$ cat config.mk
export PLATFORM = sky130hd
export DESIGN_NAME = fifo_word_packer
export DESIGN_NICKNAME = d
export VERILOG_FILES = /design/src/rtl/fifo_word_packer.sv
export SDC_FILE = /design/constraint.sdc
export NUM_CORES = 1
export LEC_CHECK = 0
export ABC_AREA = 1
export BUFFER_PORTS_ARGS = -buffer_cell sky130_fd_sc_hd__buf_2
export CAP_MARGIN = 15
export CORE_MARGIN = 1
export CORE_UTILIZATION = 53
export DETAILED_ROUTE_END_ITERATION = 8
export PLACE_DENSITY_LB_ADDON = 0.05
export SLEW_MARGIN = 10
export SYNTH_ARGS = -nofsm -noshare
export SYNTH_HDL_FRONTEND = slang
export SYNTH_SLANG_ARGS = --single-unit
export TNS_END_PERCENT = 20
$ cat constraint.sdc
create_clock -name clk -period 2 [get_ports clk]
set_clock_uncertainty 0.05 [all_clocks]
set_input_delay 0.1 -clock clk [delete_from_list [all_inputs] [get_ports clk]]
set_output_delay 0.1 -clock clk [all_outputs]
set_load 0.02 [all_outputs]
$ cat src/rtl/fifo_word_packer.sv
// fifo_word_packer
// Pops DATA_WIDTH-bit entries from the byte FIFO (read data arrives the cycle
// after fifo_pop) and packs PACK of them into one output word, lane 0 in the
// LSBs. A flush request emits the current partial word with out_keep marking
// the filled lanes.
//
// Optional feature: define FIFO_WORD_PACKER_TIMEOUT_EN to auto-flush a partial
// word after TIMEOUT idle cycles. Without it, partial words leave only on flush.
//
// Output handshake: a word transfers on a rising clk edge where out_valid and
// out_ready are both 1. Once out_valid rises it stays high, and out_data and
// out_keep stay stable, until that transfer happens; out_valid never depends
// combinationally on out_ready.
//
// dbg_state exposes the FSM state: 0 = COLLECT, 1 = EMIT.
module fifo_word_packer #(
  parameter int DATA_WIDTH = 8,
  parameter int PACK       = 4,
  parameter int TIMEOUT    = 16
) (
  input  logic                         clk,
  input  logic                         rst_n,
  input  logic                         fifo_empty,
  output logic                         fifo_pop,
  input  logic [DATA_WIDTH-1:0]        fifo_data,
  input  logic                         flush,
  output logic                         out_valid,
  input  logic                         out_ready,
  output logic [DATA_WIDTH*PACK-1:0]   out_data,
  output logic [PACK-1:0]              out_keep,
  output logic                         dbg_state
);

  localparam int CW = $clog2(PACK + 1);

  // Reject configurations the packer cannot represent
  if (PACK < 2 || TIMEOUT < 1) begin : g_param_check
    $error("fifo_word_packer: PACK must be >= 2 and TIMEOUT >= 1");
  end

  typedef enum logic {COLLECT = 1'b0, EMIT = 1'b1} state_t;

  state_t        state;
  state_t        state_nxt;
  logic [CW-1:0] count;          // lanes already captured
  logic          inflight;       // a pop was issued last cycle; data arrives now
  logic          flush_pending;  // flush requested, waiting for the collector to drain
  logic          flush_late;     // flush seen during EMIT, replayed after the handshake
  logic          capture;
  logic          word_full;
  logic          flush_emit;
  logic          timeout_hit;

  // Capture and emission triggers for this cycle
  always_comb begin
    capture    = (state == COLLECT) && inflight;
    word_full  = capture && (int'(count) + 1 == PACK);
    flush_emit = (state == COLLECT) && flush_pending && !inflight && (count != '0);
  end

  // State register
  always_ff @(posedge clk or negedge rst_n) begin
    if (!rst_n) state <= COLLECT;
    else        state <= state_nxt;
  end

  // Next state: emit on a completed word or a drained flush, return on handshake
  always_comb begin
    state_nxt = state;
    case (state)
      COLLECT: if (word_full || flush_emit) state_nxt = EMIT;
      EMIT:    if (out_ready) state_nxt = COLLECT;
      default: state_nxt = COLLECT;
    endcase
  end

  // State-derived outputs: pop request (never in EMIT or reset) and debug view
  always_comb begin
    fifo_pop  = rst_n && (state == COLLECT) && !fifo_empty && !flush_pending &&
                (int'(count) + int'(inflight) < PACK);
    dbg_state = (state == EMIT);
  end

  // Lane capture, flush bookkeeping and word hand-off
  always_ff @(posedge clk or negedge rst_n) begin
    if (!rst_n) begin
      out_valid     <= 1'b0;
      out_data      <= '0;
      out_keep      <= '0;
      count         <= '0;
      inflight      <= 1'b0;
      flush_pending <= 1'b0;
      flush_late    <= 1'b0;
    end else begin
      out_valid <= (state_nxt == EMIT);
      if (state == COLLECT) begin
        inflight <= fifo_pop;
        if (capture) begin
          for (int i = 0; i < PACK; i++) begin
            if (int'(count) == i) begin
              out_data[i*DATA_WIDTH +: DATA_WIDTH] <= fifo_data;
              out_keep[i]                          <= 1'b1;
            end
          end
          count <= count + CW'(1);
        end
        if (flush || timeout_hit) begin
          flush_pending <= 1'b1;
        end else if (flush_pending && !inflight && (count == '0)) begin
          // Nothing collected and nothing arriving: the flush is a no-op
          flush_pending <= 1'b0;
        end
      end else begin
        inflight <= 1'b0;
        if (out_ready) begin
          // Clear all lanes so the next partial word has zero unused lanes
          out_data      <= '0;
          out_keep      <= '0;
          count         <= '0;
          flush_pending <= flush_late | flush;
          flush_late    <= 1'b0;
        end else if (flush) begin
          flush_late <= 1'b1;
        end
      end
    end
  end

`ifdef FIFO_WORD_PACKER_TIMEOUT_EN
  localparam int TW = $clog2(TIMEOUT + 1);

  logic [TW-1:0] idle_cnt;
  logic          idle;

  assign idle        = (state == COLLECT) && (count != '0) && !inflight && !fifo_pop;
  assign timeout_hit = idle && (int'(idle_cnt) == TIMEOUT - 1);

  // Idle counter: restarts on any pop or capture, clears when it fires
  always_ff @(posedge clk or negedge rst_n) begin
    if (!rst_n)                   idle_cnt <= '0;
    else if (!idle || timeout_hit) idle_cnt <= '0;
    else                          idle_cnt <= idle_cnt + TW'(1);
  end
`else
  assign timeout_hit = 1'b0;
`endif

endmodule

After elaboration in Yosys (flattened, before gate mapping)
Cells that the tools add are included.

storage, ports and cells
  latch bits = 0
  memory bits (writable) = 0
  logic and storage cells = 83
  register bits after elaboration = 43
  input port bits = 13
  bits in read-only memories = 0
  memories kept = 0

cells by class
  bitwise operators = 2
  mux-type cells = 27
  multiply operators = 0
  shift operators = 0
  add/subtract/negate cells = 3
  reduce and logical (&&, ||, !) cells = 32
  equal/unequal tests = 5
  magnitude comparators = 1
  div/mod/pow operators = 0

operator list
  cell                                                   count
  2-to-1 mux 32 bit                                      3
  2-to-1 mux 8 bit                                       4
  2-to-1 mux 1 bit                                       13
  2-to-1 mux 4 bit                                       3
  AND reduction 3 bit                                    4
  nonzero test 2 bit                                     6
  logical AND 1 bit                                      11
  2-to-1 mux 3 bit                                       3
  == test 3 bit, second input constant                   2
  logical NOT 3 bit                                      2
  AND reduction 2 bit                                    3
  nonzero test 3 bit                                     2
  adder 3 x 1 -> 4 bit                                   1
  adder 3 x 1 -> 4 bit, second input constant            1
  == test 4 x 3 -> 1 bit, second input constant          1
  < comparator 4 x 3 -> 1 bit, second input constant     1
  adder 3 x 1 -> 3 bit, second input constant            1
  == test 3 x 2 -> 1 bit, second input constant          1
  logical NOT 1 bit                                      3
  inequality test 2 x 1 -> 1 bit, second input constant  1
  case mux 1 bit (2 select lines)                        1
  logical OR 1 bit                                       1
  inverter 1 bit                                         1
  bitwise OR 1 bit                                       1

Longest topological paths before layout
  depth after elaboration = 7
  depth in mapped cells = 8

Least setup slack after synthesis
No wires, ideal clock.

  kind = flip-flop to output port
  from = reg out_valid (netlist name)
  to = out fifo_pop
  data arrival time = 1.166 ns
  path buffers = 1
  cell stages (with the launch flop) = 5
  slack = 0.684 ns
  cell sequence = dfrtp_1 > buf_6 > nor2_8 > nand4_1 > nor2_1

RTL lines
  element        line  source
  end, declared  24    output logic fifo_pop,

==> out/qor.yml <==
setup_path:
  cp.arrival_ns: 1.98
  crit_fanout: 10
  critPathKind: "reg -> reg"
  worst_setup_path_start_kind: "flop"
  worst_r2r_startpoint: "out_valid"
  crit_end: "flush_pending"
  reg2reg_depth: 5
  rrSetupSlack_ns: 0.22
  crit_start: "out_valid"
  r2r-end: "flush_pending"
  end_kind: "flop"
  worstPathRequired_ns: 2.20
route:
  routed_wirelength_um: 4390
  wl_per_cell_um: 13.5
  ant_nets: 0
  drc: 0
  drt_iter0_markers: 80
  vias: 1617
  via_per_inst: 4.96
  firstDrtPassIters: 4
floorplanning:
  fp.dieH_um: 62.4
  num_rows: 21
  coreArea_sq_um: 3420
  io_pins: 52
  dieArea_sq_um: 3890
  die_x_um: 62.4
  start_util: 0.566
sta:
  rsz0062_at_grt: "false"
  worst_pin_slew_ns: 0.525
  maxSlewViolCount: 0
  min_period_ns: 1.78
  relSlewSlack: 0.650
  fin_tns_setup_ns: 0
  fmax_mhz: 563
  hold_viol: 0
  worst_slack_ns: 0.223
  min_period_over_period: 0.889
  setup_viol: 0
power:
  ir_drop_uv: 485
  pwr_density_cell_nw_per_um2: 1060
  leakage_nw: 1.49
place:
  dpl-instance-area_sq_um: 2200
  dp.cells: 307
  portBuffers: 51
  place_ws_ns: 0.481
  gp_routability_congestion: 0.842
  place_hpwl_um: 2880
synthesis:
  yosysWarnings: 0
  synth_ff_type: "dfrtp_1"
  yosysSeqAreaShare: 0.557
  syn_area_sq_um: 1930
  syn_avg_cell_area_sq_um: 9.03
  syn-num-nets: 233
  synthCells: 214
  async_flop_share: 1.00
  synth_edf_count: 0
  ys_ff_latch: 43
  synth_cell_types: 20
layout:
  seqCellArea_sq_um: 1080
  multi_input_area_sq_um: 734
  syn_to_final_growth_pct: 23.2
  final.fill_count: 285
  final_net_count: 299
  postLayoutCoreUtil: 0.697
  diodes: 0
  stdcell_count: 326
  fin_area_sq_um: 2380
  drive_gt1_frac: 0.257
global_route:
  first_global_vias: 1550
  antenna_found_initial: 0
  grt_use_total: 0.248
  grt_max_degree: 44
  overflow: 0
  grt_pass1_wl_um: 7360
clock_tree:
  clk_pin_slew_ns: 0.12
  clk_path_buf_depth: 2
  numCtsBuffers: 5
  cts.sinks: 43
  insertion_delay_ns: 0.35
  root_buffer: "clkbuf_4"
  h-tree-depth: 2
  cts_tree: "built"
worst_hold_path:
  hold_class: "in -> reg"
status:
  status: "finished, final reports clean"
job:
  cap_violations: 0
[cell families after synthesis]
family	after synthesis	synth area share
AND/OR/NAND/NOR	136	0.325
flip-flops	43	0.557
buffers and inverters	23	0.0628
AO/OA/AOI/OAI	6	0.0162
adder cells (fa/ha/maj)	6	0.0389
[registers in the layout, indices dropped and copies added (netlist names)]
name           flops
out_data          32
out_keep           4
count              3
flush_late         1
flush_pending      1
inflight           1
out_valid          1
[routing by layer]
metal	vias up	track usage	share of wire
met5	-	0	0
met4	0	0.0785	0.013
li1	808	-	-
met3	6	0.0602	0.053
met1	758	0.340	0.46
met2	45	0.393	0.47
[synthesized netlist by cell type (2+ instances only)]
| cell type | instances | share of area |
|---|---|---|
| ha_1 | 6 | 0.039 |
| inv_2 | 4 | 0.0078 |
| nor2_1 | 5 | 0.0097 |
| inv_1 | 13 | 0.025 |
| dfrtp_1 | 43 | 0.56 |
| nand2_4 | 3 | 0.017 |
| buf_6 | 4 | 0.023 |
| nor2_8 | 2 | 0.021 |
| o21ai_0 | 4 | 0.010 |
| nand3_1 | 37 | 0.096 |
| nand2_1 | 84 | 0.16 |
[cell usage in the layout (no fill, tap or decap), drive strengths merged]
| cell type | n |
|---|---|
| nand2 | 88 |
| buf | 53 |
| dfrtp | 43 |
| nand3 | 37 |
| inv | 17 |
| dlygate4sd3 | 12 |
| nor2 | 8 |
| ha | 6 |
| clkbuf | 6 |
| o21ai | 4 |
| nor3 | 1 |
| nand4 | 1 |
| or2 | 1 |
| o22ai | 1 |
| a21oi | 1 |
| clkinv | 1 |
[power by group]
| group | leakage, nW | internal, W | switching (W) |
|---|---|---|---|
| logic | 0.869 | 0.000309 | 0.000585 |
| clock network | 0.0341 | 0.000163 | 0.000270 |
| registers | 0.585 | 0.00105 | 0.000151 |
| total | 1.49 | 0.00152 | 0.00101 |
[per-stage QoR]
stage	total power, W	hold slack, ns
2_1_floorplan	0.00183	-0.246
3_3_place_gp	0.00207	0.181
3_5_place_dp	0.00207	0.174
4_1_cts	0.00254	0.0213
5_1_grt	0.00271	0.0268
6_report	0.00252	0.0310
[layout make-up]
cell class,instances,share of cell area
multi-input combinational,148,0.309
inverter,17,0.0268
sequential,43,0.453
timing repair buffer,65,0.164
clock buffer,6,0.0216
clock inverter,1,0.00210
tap,46,0.0242
[worst min-delay path by stage]
stage / startpoint / to / depth (start not counted)
after detailed placement: rst_n / count[2] / 2
after CTS: out_ready / out_valid / 3
after global routing: out_ready / out_valid / 3
after floorplan: rst_n / count[0] / 0
final: out_ready / out_valid / 3
after global placement: rst_n / inflight / 2
[timing repair]
| item | in CTS | in global routing |
|---|---|---|
| hold buffers | 12 | 0 |
| endpoints found under the hold margin | 78 | 0 |
| gates resized for setup | 0 | 1 |
| setup buffers | 0 | 0 |
| setup endpoints to repair | 0 | 1 |
[worst max-delay path, cell delays in order (launching register included)]
cell	delay, ns
dfrtp_2	0.57
inv_1	0.09
or2_1	0.23
o21ai_0	0.09
nand2_1	0.08
dlygate4sd3_1	0.56
Note: power is estimated with default switching activity, not from simulation.
